File: src/rtl/hazard_fwd_ctrl_if.sv
// hazard_fwd_ctrl_if: pipeline<->hazard controller bus; master drives ID tags and flush, slave returns stall, bubble, forward selects, stall count
interface hazard_fwd_ctrl_if #(
  parameter int CNT_W = 16
);
  logic id_valid;
  logic [4:0] id_rs1;
  logic [4:0] id_rs2;
  logic id_uses_rs1;
  logic id_uses_rs2;
  logic [4:0] id_rd;
  logic id_reg_write;
  logic id_mem_read;
  logic flush;
  logic stall_if_id;
  logic bubble_ex;
  logic [1:0] fwd_a_sel;
  logic [1:0] fwd_b_sel;
  logic [CNT_W-1:0] stall_count;
  modport master (
    output id_valid, id_rs1, id_rs2, id_uses_rs1, id_uses_rs2, id_rd, id_reg_write, id_mem_read, flush,
    input stall_if_id, bubble_ex, fwd_a_sel, fwd_b_sel, stall_count
  );
  modport slave (
    input id_valid, id_rs1, id_rs2, id_uses_rs1, id_uses_rs2, id_rd, id_reg_write, id_mem_read, flush,
    output stall_if_id, bubble_ex, fwd_a_sel, fwd_b_sel, stall_count
  );
endinterface

File: src/rtl/hazard_fwd_ctrl.sv
// hazard_fwd_ctrl: load-use stall/bubble, EX operand forward selects from EX/MEM/WB tags, saturating stall counter; ports clk, rst, h (slave bus)
module hazard_fwd_ctrl #(
  parameter int CNT_W = 16
) (
  input logic clk,
  input logic rst,
  hazard_fwd_ctrl_if.slave h
);
  logic ex_valid;
  logic ex_uses_rs1;
  logic ex_uses_rs2;
  logic ex_reg_write;
  logic ex_mem_read;
  logic [4:0] ex_rs1;
  logic [4:0] ex_rs2;
  logic [4:0] ex_rd;
  logic mem_valid;
  logic mem_reg_write;
  logic [4:0] mem_rd;
  logic wb_valid;
  logic wb_reg_write;
  logic [4:0] wb_rd;
  logic [CNT_W-1:0] cnt;
  logic lu;
  function automatic logic [1:0] fwd(input logic uses, input logic [4:0] rs);
    return !(ex_valid && uses && rs != 5'd0) ? 2'b00 :
           (mem_valid && mem_reg_write && mem_rd == rs) ? 2'b10 :
           (wb_valid && wb_reg_write && wb_rd == rs) ? 2'b01 : 2'b00;
  endfunction
  always_comb begin
    lu = ex_valid && ex_mem_read && ex_rd != 5'd0 && h.id_valid &&
         ((h.id_uses_rs1 && h.id_rs1 == ex_rd) || (h.id_uses_rs2 && h.id_rs2 == ex_rd));
    h.stall_if_id = lu && !h.flush;
    h.bubble_ex = lu || h.flush;
    h.fwd_a_sel = fwd(ex_uses_rs1, ex_rs1);
    h.fwd_b_sel = fwd(ex_uses_rs2, ex_rs2);
    h.stall_count = cnt;
  end
  always_ff @(posedge clk) begin
    if (rst) begin
      ex_valid <= 1'b0;
      mem_valid <= 1'b0;
      wb_valid <= 1'b0;
      cnt <= '0;
    end else begin
      ex_valid <= h.id_valid && !h.bubble_ex;
      mem_valid <= ex_valid;
      wb_valid <= mem_valid;
      if (h.stall_if_id && !(&cnt)) cnt <= cnt + CNT_W'(1);
    end
  end
  always_ff @(posedge clk) begin
    ex_rs1 <= h.id_rs1;
    ex_rs2 <= h.id_rs2;
    ex_uses_rs1 <= h.id_uses_rs1;
    ex_uses_rs2 <= h.id_uses_rs2;
    ex_rd <= h.id_rd;
    ex_reg_write <= h.id_reg_write;
    ex_mem_read <= h.id_mem_read;
    mem_rd <= ex_rd;
    mem_reg_write <= ex_reg_write;
    wb_rd <= mem_rd;
    wb_reg_write <= mem_reg_write;
  end
endmodule

File: src/flat_wrapper.sv
// flat-port wrapper written by rule: the top's interface ports become plain ports
module hazard_fwd_ctrl_flat 
#(
  parameter int CNT_W = 16
)
  (clk, rst, h_id_valid, h_id_rs1, h_id_rs2, h_id_uses_rs1, h_id_uses_rs2, h_id_rd, h_id_reg_write, h_id_mem_read, h_flush, h_stall_if_id, h_bubble_ex, h_fwd_a_sel, h_fwd_b_sel, h_stall_count);
  hazard_fwd_ctrl_if #(.CNT_W(CNT_W)) h_i ();
  input logic clk;
  input logic rst;
  input wire logic [$bits(h_i.id_valid)-1:0] h_id_valid;
  input wire logic [$bits(h_i.id_rs1)-1:0] h_id_rs1;
  input wire logic [$bits(h_i.id_rs2)-1:0] h_id_rs2;
  input wire logic [$bits(h_i.id_uses_rs1)-1:0] h_id_uses_rs1;
  input wire logic [$bits(h_i.id_uses_rs2)-1:0] h_id_uses_rs2;
  input wire logic [$bits(h_i.id_rd)-1:0] h_id_rd;
  input wire logic [$bits(h_i.id_reg_write)-1:0] h_id_reg_write;
  input wire logic [$bits(h_i.id_mem_read)-1:0] h_id_mem_read;
  input wire logic [$bits(h_i.flush)-1:0] h_flush;
  output wire logic [$bits(h_i.stall_if_id)-1:0] h_stall_if_id;
  output wire logic [$bits(h_i.bubble_ex)-1:0] h_bubble_ex;
  output wire logic [$bits(h_i.fwd_a_sel)-1:0] h_fwd_a_sel;
  output wire logic [$bits(h_i.fwd_b_sel)-1:0] h_fwd_b_sel;
  output wire logic [$bits(h_i.stall_count)-1:0] h_stall_count;
  assign h_i.id_valid = h_id_valid;
  assign h_i.id_rs1 = h_id_rs1;
  assign h_i.id_rs2 = h_id_rs2;
  assign h_i.id_uses_rs1 = h_id_uses_rs1;
  assign h_i.id_uses_rs2 = h_id_uses_rs2;
  assign h_i.id_rd = h_id_rd;
  assign h_i.id_reg_write = h_id_reg_write;
  assign h_i.id_mem_read = h_id_mem_read;
  assign h_i.flush = h_flush;
  assign h_stall_if_id = h_i.stall_if_id;
  assign h_bubble_ex = h_i.bubble_ex;
  assign h_fwd_a_sel = h_i.fwd_a_sel;
  assign h_fwd_b_sel = h_i.fwd_b_sel;
  assign h_stall_count = h_i.stall_count;
  hazard_fwd_ctrl #(.CNT_W(CNT_W)) u_core (.clk(clk), .rst(rst), .h(h_i));
endmodule
File: config.mk
export PLATFORM = sky130hd
export DESIGN_NAME = hazard_fwd_ctrl_flat
export DESIGN_NICKNAME = d
export VERILOG_FILES = /design/src/rtl/hazard_fwd_ctrl_if.sv /design/src/rtl/hazard_fwd_ctrl.sv /design/src/flat_wrapper.sv
export SDC_FILE = /design/constraint.sdc
export NUM_CORES = 1
export LEC_CHECK = 0
export ABC_AREA = 1
export CAP_MARGIN = 15
export CORE_ASPECT_RATIO = 0.75
export CORE_UTILIZATION = 40
export DETAILED_ROUTE_END_ITERATION = 16
export PLACE_DENSITY = 0.74
export REMOVE_ABC_BUFFERS = 1
export SLEW_MARGIN = 0
export SYNTH_ARGS = -nofsm -noshare
export SYNTH_HDL_FRONTEND = slang
export SYNTH_SLANG_ARGS = --single-unit
File: constraint.sdc
create_clock -name clk -period 4 [get_ports clk]
set_input_delay 0.6 -clock clk [delete_from_list [all_inputs] [get_ports clk]]
set_output_delay 0.6 -clock clk [all_outputs]
set_load 0.005 [all_outputs]
**Yosys cells after proc, flatten, opt, wreduce, memory -nomap -nowiden**

Cells that the tools add are included.

- $add $sub $neg: 1
- Equality and inequality tests: 6
- Mux-type cells: 6
- Reductions and logical operators: 28

Operator list:

| operator | number |
|---|---|
| $eq 5x5->1 | 6 |
| $logic_and 1x1->1 | 19 |
| $add 16x1->16 const B | 1 |
| $reduce_and 16->1 | 1 |
| $reduce_bool 5->1 | 3 |
| $mux 2 | 4 |
| $logic_not 1->1 | 3 |
| $logic_or 1x1->1 | 2 |
| $mux 1 | 2 |

- Register bits: 50
- Input port bits: 23
- Output and inout port bits: 22
- Logic and storage cells: 56

**Logic depth before layout (Yosys ltp)**

Gate-level depths: netlist (run 1).

- Word-level depth: 7
- Depth in mapped cells: 11

**Least setup slack after synthesis (run 1)**

OpenSTA, ideal clock, no wires.

- Kind: input port to output port
- Start point: in h_id_rs1[0]
- End point: out h_stall_if_id
- Arrival time: 1.221 ns
- Setup slack: 2.179 ns
- Cell stages on the path: 8
- Path buffers: 0
- Cells stage by stage: inv_1 -> nand2_1 -> nand2_1 -> nor2_1 -> nand3_1 -> nand2_4 -> nand2_2 -> nor2_4

- Word-level cells in the longest chain between the ends: 5

Ends and longest elaborated chain:

| element | line | RTL |
|---|---|---|
| start, declared | flat_wrapper.sv:11 | `input wire logic [$bits(h_i.id_rs1)-1:0] h_id_rs1;` |
| $eq 5x5->1 | hazard_fwd_ctrl.sv:32 | `((h.id_uses_rs1 && h.id_rs1 == ex_rd) \|\| (h.id_uses_rs2 && h.id_rs2 == ex_rd));` |
| $logic_and 1x1->1 | hazard_fwd_ctrl.sv:32 |  |
| $logic_or 1x1->1 | hazard_fwd_ctrl.sv:32 |  |
| $logic_and 1x1->1 | hazard_fwd_ctrl.sv:31 | `lu = ex_valid && ex_mem_read && ex_rd != 5'd0 && h.id_valid &&` |
| $logic_and 1x1->1 | hazard_fwd_ctrl.sv:33 | `h.stall_if_id = lu && !h.flush;` |
| end, declared | flat_wrapper.sv:19 | `output wire logic [$bits(h_i.stall_if_id)-1:0] h_stall_if_id;` |

No other way between the ends.

**Worst setup path in the final report (run 1)**

- Start point: in h_id_rs2[0]
- End point: out h_stall_if_id

- Word-level cells in the longest chain between the ends: 5

Ends and longest elaborated chain:

| element | line | RTL |
|---|---|---|
| start, declared | flat_wrapper.sv:12 | `input wire logic [$bits(h_i.id_rs2)-1:0] h_id_rs2;` |
| $eq 5x5->1 | hazard_fwd_ctrl.sv:32 |  |
| $logic_and 1x1->1 | hazard_fwd_ctrl.sv:32 |  |
| $logic_or 1x1->1 | hazard_fwd_ctrl.sv:32 |  |
| $logic_and 1x1->1 | hazard_fwd_ctrl.sv:31 |  |
| $logic_and 1x1->1 | hazard_fwd_ctrl.sv:33 |  |

No other way between the ends.

==> run metrics, run 1 <==
global-route layer with the greatest usage met2; Tcrit/Tclk final 74.5%; sequential share of the synthesized area 44.2%; cts hold-fix bufs 0; Top delay family on crit path buffers and inverters; grt met1 use 28.4%; Syn Area/Cell 7.02 um2; CTS Buf Count 5; synth unique cells 26; initial antenna violation count 0; RSZ-0062 raised after global routing false; Fill cells 527; dpl hpwl 4.10 mm; die area 5970 um2; Reg2Reg Depth 8; slack of the critical path 1020 ps; max_slew headroom 70.2%; post-route cell area 2900 um2; total stage count of the critical path 10; grt met3 use 4.89%; WHS Path Cells 0; Reg clk slew, reported paths 90 ps; Area after DPL 2800 um2; Layout Nets 397; first-pass GRT wire length 9.01 mm; total grt overflow 0; CP Class in2out; final core occ 53.7%; CP cell instances clkdlybuf4s50_1 -> inv_1 -> nand2_1 -> nand2_1 -> nor2_1 -> nand3_2 -> nand2_4 -> nand2_2 -> nor2_4 -> clkdlybuf4s50_1; Ports 45; yosys warns 0; DRC 0; placer congestion estimate 0.886; FFs w/ async S/R, synth 0%; arrival time worst endpoint 2380 ps; commonest non-fill, non-tap cell in the layout nand2_1; Port-buffer cells 44; largest net degree at the start of global routing 15; CP bufs+invs 3; Final Max Slew Viols 0; CTS root buf clkbuf_8; status finished, final reports clean; Critical Path Source Type input pin; Vias/cell 4.62; core area 5410 um2; worst slack at placement 1010 ps; Power Density 331 nW/um2; Post-synth EDFFs 0; clock sink count 50; Final setup viols 0; Fin Clk Skew 5.85 ps; vias in the first global route 1963; mapped cell area 2270 um2; highest clock rate 335 MHz; slew of the pin with the lowest slew margin 447 ps; share of layout cells above drive strength 1 8.29%; WL per Instance 11.6 um; initial DRC count 84; Die Wd 88.9 um; post-CTS setup repair buffer count 0; Crit path required time 3400 ps; Hold Fails Final Rpt 0; number of max-cap violations 0; Area growth syn-to-layout 28.1%; CP max stage delay 510 ps; Starting Density 41.9%; setup TNS 0 ps; Routed Wire Length 5.19 mm; remaining antenna violation count 0; CTS tree built; Die Y 67.2 um; P_leak 1.26 nW; # rows 23; Hold Path Class reg2reg; peak supply drop 190 uV; Worst-Skew Late Latency 310 ps; Initial DRT Pass Iterations 4; Synth Register Bits 50; Critical Path End Type output pin; Tmin final 2980 ps; Clock Path Buffers 2; Critical Path Fanout Max 8; Syn Inst Count 323; worst hold margin 335 ps; post-CTS resize count 0; critical path's slowest cell clkdlybuf4s50_1; commonest non-fill, non-tap cells in the layout nand2_1 (89), dfxtp_1 (50), nor2_1 (47); # diodes 0; overall global routing resource usage 20.2%; ys flop type dfxtp_1; Via Count 2073; GRT met2 Usage 30.3%; H-tree levels 2
## final timing paths
kind / startpoint / to / slack [ps]
max reg2reg: u_core.h.stall_count[0]$_SDFFE_PP0P_ / u_core.h.stall_count[14]$_SDFFE_PP0P_ / 2320
max: h_id_rs2[0] / h_stall_if_id / 1020
min: u_core.ex_reg_write$_DFF_P_ / u_core.mem_reg_write$_DFF_P_ / 340
min reg2reg: u_core.ex_reg_write$_DFF_P_ / u_core.mem_reg_write$_DFF_P_ / 340
## power by group
group	switching, W	internal, W	total (W)
registers	0.0000168	0.000515	0.000532
logic	0.0000376	0.0000390	0.0000766
clock network	0.000164	0.000187	0.000351
total	0.000218	0.000741	0.000960
## worst reg2reg max path, delay by kind of cell, from the launching register on
| family | cells | cell delay (ps) |
|---|---|---|
| flip-flops | 1 | 390 |
| AND/OR/NAND/NOR | 6 | 850 |
| adder cells (fa/ha/maj) | 1 | 180 |
| AO/OA/AOI/OAI | 1 | 180 |
## flip-flops by register name, summed over array words and instances, names as in the netlist, 5 cells and up
| register | count |
|---|---|
| u_core.ex_rs1 | 5 |
| u_core.ex_rs2 | 5 |
| u_core.mem_rd | 5 |
| u_core.ex_rd | 5 |
| u_core.wb_rd | 5 |
| u_core.h.stall_count | 16 |
## stage by stage
stage	std cells	power (W)
floorplan	322	0.000579
global placement	441	0.000618
detailed placement	441	0.000620
CTS	449	0.000965
global route	449	0.00101
finish	449	0.000960
## kinds of logic (layout without fill, tap and decap cells)
family	after synthesis	after routing	synth area share, %
DFF	50	50	44.2
adders and majority gates	1	1	0.552
xor gates and xnor gates	12	12	4.64
AOI/OAI and AO/OA	12	12	2.71
and+or+nand+nor	192	192	38.7
buffers and inverters	56	107	9.28
## layout make-up
cell class | instances | area, um2 | share of cell area (%)
repair buffers | 44 | 440 | 15.2
multi-input cells | 217 | 1050 | 36.3
flip-flops and latches | 50 | 1000 | 34.5
inverters | 55 | 206 | 7.11
clock buffers | 7 | 76.3 | 2.63
clock inverters | 1 | 30.0 | 1.03
well taps | 75 | 93.8 | 3.23
## cells in the mapped netlist, drive strengths merged, types with 2 or more instances
library cell / n / area share, %
a21oi: 4 / 0.88
dfxtp: 50 / 44
inv: 55 / 9.1
nand2: 91 / 16
nand3: 20 / 5.7
nand4: 11 / 3.3
nor2: 55 / 10
nor3: 9 / 2.0
nor4: 3 / 0.83
o21ai: 7 / 1.5
or2: 2 / 0.55
xnor2: 5 / 1.9
xor2: 7 / 2.7
## layer usage
layer | part of all wire, % | wire length (um)
met1 | 51 | 2660
met2 | 43 | 2240
met3 | 4.8 | 251
met4 | 0.79 | 41
met5 | 0 | 0
(Power assumes the default switching activity.)
==> run 2: changes to the inputs <==
--- a/config.mk
+++ b/config.mk
@@ -10,7 +10,7 @@
 export CORE_ASPECT_RATIO = 0.75
 export CORE_UTILIZATION = 40
 export DETAILED_ROUTE_END_ITERATION = 16
-export PLACE_DENSITY = 0.74
+export PLACE_DENSITY = 0.77
 export REMOVE_ABC_BUFFERS = 1
 export SLEW_MARGIN = 0
 export SYNTH_ARGS = -nofsm -noshare
==> constraint.sdc (replaced) <==
create_clock -name clk -period 2.65 [get_ports clk]
set_input_delay 0.3975 -clock clk [delete_from_list [all_inputs] [get_ports clk]]
set_output_delay 0.3975 -clock clk [all_outputs]
set_load 0.005 [all_outputs]
==> run 2 against run 1 <==
  * Final cell count increased by 0.45%
  * Die area unchanged
  * Sequential power increased by 51%
  * Sequential cell count unchanged
  * Count of clock-buffer cells in the layout decreased by 2
  * Highest routed layer unchanged
==> run metrics, run 2 (synthesized netlist as in run 1, its figures left out) <==
status finished, final reports clean; hold endpoint u_core.mem_reg_write$_DFF_P_; Vias/cell 4.54 (-1.6%); dpl hpwl 4.00 mm (-2.5%); max reg flops 16 (unchanged); CTS root buf clkbuf_8; Reg clk slew, reported paths 90 ps (about the same); P_leak 1.27 nW (+1.4%); Initial DRT Pass Iterations 5 (+1); # rows 23 (unchanged); commonest non-fill, non-tap cell in the layout nand2_1; RSZ-0062 raised after global routing false; post-route cell area 2930 um2 (+0.82%); Tmin final 2490 ps; Area after DPL 2810 um2 (+0.54%); final core occ 54.1% (+0.44 points); Area growth syn-to-layout 29.2%; CP max stage delay 520 ps (about the same); CTS tree built; # diodes 0 (unchanged); CTS Buf Count 5 (unchanged); remaining antenna violation count 0 (unchanged); Worst R2R Start u_core.ex_rd[4]$_DFF_P_; vias in the first global route 1837 (-6.4%); first-pass GRT wire length 8.42 mm (-6.5%); Critical Path End Type output pin; CP cell instances clkdlybuf4s50_1 -> inv_1 -> nand2_1 -> nand2_1 -> nor2_1 -> nand3_1 -> nand2_4 -> nand2_2 -> nor2_4 -> clkdlybuf4s50_1; core area 5410 um2 (unchanged); Power Density 498 nW/um2 (+51%); critical path's slowest cell clkdlybuf4s50_1; Via Count 2049 (-1.2%); H-tree levels 2 (unchanged); Crit path required time 2250 ps (-1150 ps); Clock Path Buffers 2 (unchanged); Top delay family on crit path buffers and inverters; Die Wd 88.9 um (unchanged); Fin Clk Skew 3.24 ps (-2.60 ps); peak supply drop 203 uV (+7.0%); Port-buffer cells 44 (unchanged); overall global routing resource usage 18.5% (-1.7 points); Hold Fails Final Rpt 0 (unchanged); largest net degree at the start of global routing 17 (+2); reg-to-reg slack, setup 1000 ps (-1320 ps); share of layout cells above drive strength 1 9.57% (+1.3 points); WHS Path Cells 0 (unchanged); Layout Nets 399 (+0.50%); post-CTS resize count 0 (unchanged); arrival time worst endpoint 2090 ps (-290 ps); initial antenna violation count 0 (unchanged); Critical Path Source Type input pin; highest clock rate 402 MHz; Tcrit/Tclk final 94.0%; placer congestion estimate 0.894 (+0.89%); Worst-Skew Late Latency 300 ps (about the same); die area 5970 um2 (unchanged); slack of the critical path 160 ps (-858 ps); setup TNS 0 ps (unchanged); Routed Wire Length 5.06 mm (-2.5%); Final setup viols 0 (unchanged); commonest non-fill, non-tap cells in the layout nand2_1 (89), dfxtp_1 (50), inv_1 (46), nor2_1 (46), clkdlybuf4s50_1 (44); Hold Path Class reg2reg; initial DRC count 83 (-1.2%); number of max-cap violations 0 (unchanged); WL per Instance 11.2 um (-3.0%); slew of the pin with the lowest slew margin 450 ps (+3.07 ps); max_slew headroom 70.0% (-0.20 points); Ports 45 (unchanged); Critical Path Fanout Max 5 (-3); CP bufs+invs 3 (unchanged); Reg2Reg Depth 12 (+4); R2R Path End u_core.h.stall_count[11]$_SDFFE_PP0P_; worst slack at placement 130 ps (-881 ps); Hold Path Origin u_core.ex_reg_write$_DFF_P_; DRC 0 (unchanged); Final Max Slew Viols 0 (unchanged); Starting Density 41.9% (unchanged); Die Y 67.2 um (unchanged); cts hold-fix bufs 0 (unchanged); total stage count of the critical path 10 (unchanged); post-CTS setup repair buffer count 0 (unchanged); clock sink count 50 (unchanged); total grt overflow 0 (unchanged); CP Class in2out
-- run 2: cell types whose count changed in the layout (fill, tap and decap cells not counted) --
cell / before / now
buf_4: 0 / 2
clkbuf_1: 2 / 0
clkinv_2: 0 / 1
inv_6: 0 / 1
nor2_1: 47 / 46
nor2_2: 6 / 7
-- run 2: worst max path at each step --
stage,from,end,slack (ps)
after floorplan,u_core.h.stall_count[0]$_SDFFE_PP0P_,u_core.h.stall_count[14]$_SDFFE_PP0P_,1220
after global placement,h_id_rs1[1],h_stall_if_id,140
after detailed placement,h_id_rs1[1],h_stall_if_id,130
after CTS,u_core.ex_rs1[1]$_DFF_P_,h_fwd_a_sel[0],130
after global routing,h_id_rs1[1],h_stall_if_id,20
final,h_id_rs1[4],h_stall_if_id,160
-- run 2: final cells by class --
type | count | area (um2)
inverters | 55 | 206
repair buffers | 46 | 455
multi-input cells | 217 | 1060
clock inverters | 3 | 43.8
fillers | 537 | 2480
flip-flops and latches | 50 | 1000
clock buffers | 5 | 68.8
well taps | 75 | 93.8
-- run 2: power by group --
| group | switching [W] | total [W] | leakage (nW) | internal [W] |
|---|---|---|---|---|
| registers | 0.0000255 | 0.000803 | 0.415 | 0.000778 |
| clock network | 0.000255 | 0.000538 | 0.0585 | 0.000283 |
| logic | 0.0000566 | 0.000117 | 0.800 | 0.0000601 |
-- run 2: worst register-to-register path, cell delays in order (launching register included) --
cell and delay (ps):
dfxtp_1 410, inv_2 70, nand2_1 60, nand2_1 50, nor2_1 120, nand3_1 120
nand2_4 80, buf_4 160, nand3_4 150, nor2_1 170, nand2_1 70, nand2_1 60
nor2_1 40
-- run 2: routing by layer --
layer / GRT usage [%] / part of all wire [%] / up-vias
met2: 29.2 / 44 / 51
met3: 3.67 / 4.5 / 6
met1: 25.5 / 50 / 899
li1: - / - / 1093
met4: 6.25 / 1.0 / 0
met5: 0 / 0 / -
-- run 2: metrics by stage --
step,hold WS (ps),std cells,power [W]
4_1_cts,352,451,0.00147
3_3_place_gp,320,443,0.000934
3_5_place_dp,325,443,0.000937
5_1_grt,353,451,0.00153
6_report,348,451,0.00146
2_1_floorplan,310,322,0.000874
==> run 3: changes to the inputs <==
--- a/config.mk
+++ b/config.mk
@@ -10,7 +10,7 @@
 export CORE_ASPECT_RATIO = 0.75
 export CORE_UTILIZATION = 40
 export DETAILED_ROUTE_END_ITERATION = 16
-export PLACE_DENSITY = 0.77
+export PLACE_DENSITY = 0.74
 export REMOVE_ABC_BUFFERS = 1
 export SLEW_MARGIN = 0
 export SYNTH_ARGS = -nofsm -noshare
==> constraint.sdc (replaced) <==
create_clock -name clk -period 3.2 [get_ports clk]
set_input_delay 0.48 -clock clk [delete_from_list [all_inputs] [get_ports clk]]
set_output_delay 0.48 -clock clk [all_outputs]
set_load 0.005 [all_outputs]
==> run 3 against run 2 <==
  * Critical path depth is the same
  * Critical path type unchanged
  * Sequential cell count did not move
  * First-iteration DRC count increased by 9.6%
  * Final cell count decreased by 0.67%
  * Clock power is 36% lower
==> run metrics, run 3 (synthesized netlist as in run 1, its figures left out) <==
overall global routing resource usage 19.1% (+0.51 points); # rows 23 (unchanged); Port-buffer cells 44 (unchanged); Tcrit/Tclk final 85.4%; vias in the first global route 1897 (+3.3%); Final setup viols 0 (unchanged); hold endpoint u_core.mem_reg_write$_DFF_P_; commonest non-fill, non-tap cell in the layout nand2_1; P_leak 1.24 nW (-2.5%); Starting Density 41.9% (unchanged); Area growth syn-to-layout 26.9%; CP Class in2out; CTS root buf clkbuf_8; Critical Path End Type output pin; initial DRC count 91 (+9.6%); commonest non-fill, non-tap cells in the layout nand2_1 (89), dfxtp_1 (50), nor2_1 (47); H-tree levels 2 (unchanged); clock sink count 50 (unchanged); reg-to-reg slack, setup 1550 ps (+550 ps); R2R Path End u_core.h.stall_count[14]$_SDFFE_PP0P_; max reg flops 16 (unchanged); share of layout cells above drive strength 1 8.31% (-1.3 points); Tmin final 2730 ps; highest clock rate 366 MHz; die area 5970 um2 (unchanged); Worst-Skew Late Latency 290 ps (about the same); CTS Buf Count 5 (unchanged); first-pass GRT wire length 8.56 mm (+1.6%); Fin Clk Skew 4.14 ps (+0.894 ps); CTS tree built; max_slew headroom 69.6% (-0.37 points); dpl hpwl 3.98 mm (-0.43%); Clock Path Buffers 2 (unchanged); total grt overflow 0 (unchanged); Worst R2R Start u_core.h.stall_count[0]$_SDFFE_PP0P_; Power Density 384 nW/um2 (-23%); Final Max Slew Viols 0 (unchanged); Critical Path Fanout Max 8 (+3); Die Y 67.2 um (unchanged); Reg2Reg Depth 8 (-4); Crit path required time 2720 ps (+470 ps); initial antenna violation count 0 (unchanged); remaining antenna violation count 0 (unchanged); post-CTS setup repair buffer count 0 (unchanged); # diodes 0 (unchanged); Fill cells 560 (+4.3%); DRC 0 (unchanged); WHS Path Cells 0 (unchanged); number of max-cap violations 0 (unchanged); placer congestion estimate 0.887 (-0.75%); slew of the pin with the lowest slew margin 455 ps (+5.47 ps); peak supply drop 164 uV (-19%); Die Wd 88.9 um (unchanged); Vias/cell 4.52 (-0.51%); Layout Nets 397 (-0.50%); Hold Path Origin u_core.ex_reg_write$_DFF_P_; Critical Path Source Type input pin; setup TNS 0 ps (unchanged); core area 5410 um2 (unchanged); post-CTS resize count 0 (unchanged); arrival time worst endpoint 2250 ps (+160 ps); Initial DRT Pass Iterations 4 (-1); Hold Fails Final Rpt 0 (unchanged); RSZ-0062 raised after global routing false; WL per Instance 11.1 um (-0.80%); crit path from h_id_rs2[1]; Via Count 2025 (-1.2%); largest net degree at the start of global routing 15 (-2); Hold Path Class reg2reg; status finished, final reports clean; final core occ 53.2% (-0.92 points); Routed Wire Length 4.99 mm (-1.5%); Reg clk slew, reported paths 80 ps (about the same); Ports 45 (unchanged); cts hold-fix bufs 0 (unchanged)
==> run 3: cell types whose count changed in the layout (fill, tap and decap cells not counted), sizes merged <==
| cell | delta |
|---|---|
| buf | -2 |
| bufinv | -1 |
| clkbuf | +1 |
| clkinv | -1 |
| clkinvlp | +1 |
| inv | -1 |
==> run 3: layer usage <==
layer	track usage, %	vias to the layer above	part of all wire (%)
met2	29.4	29	43
met4	3.83	0	0.44
met3	5.01	2	4.4
li1	-	1091	-
met5	0	-	0
met1	26.8	903	52
==> run 3: per-stage QoR <==
stage | hold WS (ps) | total power [W] | setup WS, ps | instance area, um2 | cells
floorplan | 310 | 0.000724 | 1620 | 2260 | 322
global placement | 316 | 0.000772 | 476 | 2800 | 441
detailed placement | 314 | 0.000774 | 468 | 2800 | 441
CTS | 341 | 0.00112 | 449 | 2880 | 448
global route | 349 | 0.00117 | 309 | 2880 | 448
finish | 337 | 0.00111 | 467 | 2880 | 448
==> run 3: area by class of cell <==
class	count	area [um2]	area share, %
multi-input cells	217	1050	36.7
flip-flops and latches	50	1000	34.8
repair buffers	44	440	15.3
inverters	55	206	7.18
well taps	75	93.8	3.26
clock buffers	6	72.6	2.52
clock inverters	1	7.51	0.261
==> run 3: worst max path at each step <==
stage | to | slack [ps] | cells after the start
floorplan | h_stall_if_id | 1620 | 8
detailed placement | h_stall_if_id | 470 | 10
finish | h_stall_if_id | 470 | 10
global route | h_stall_if_id | 310 | 10
CTS | h_stall_if_id | 450 | 10
global placement | h_stall_if_id | 480 | 10
==> run 3: power by group <==
part	switching [W]	internal, W	leakage [nW]	total, W
combinational	0.0000470	0.0000488	0.789	0.0000958
sequential	0.0000203	0.000644	0.415	0.000664
clock	0.000195	0.000150	0.0373	0.000345
total	0.000262	0.000843	1.24	0.00111
==> run 3: critical path, stage by stage <==
cell and delay [ps]:
clkdlybuf4s50_1 520, inv_1 50, nand2_1 70, nand2_1 80, nor2_2 90, nand3_2 100, nand2_4 140, nand2_2 90
nor2_4 130, clkdlybuf4s50_1 510
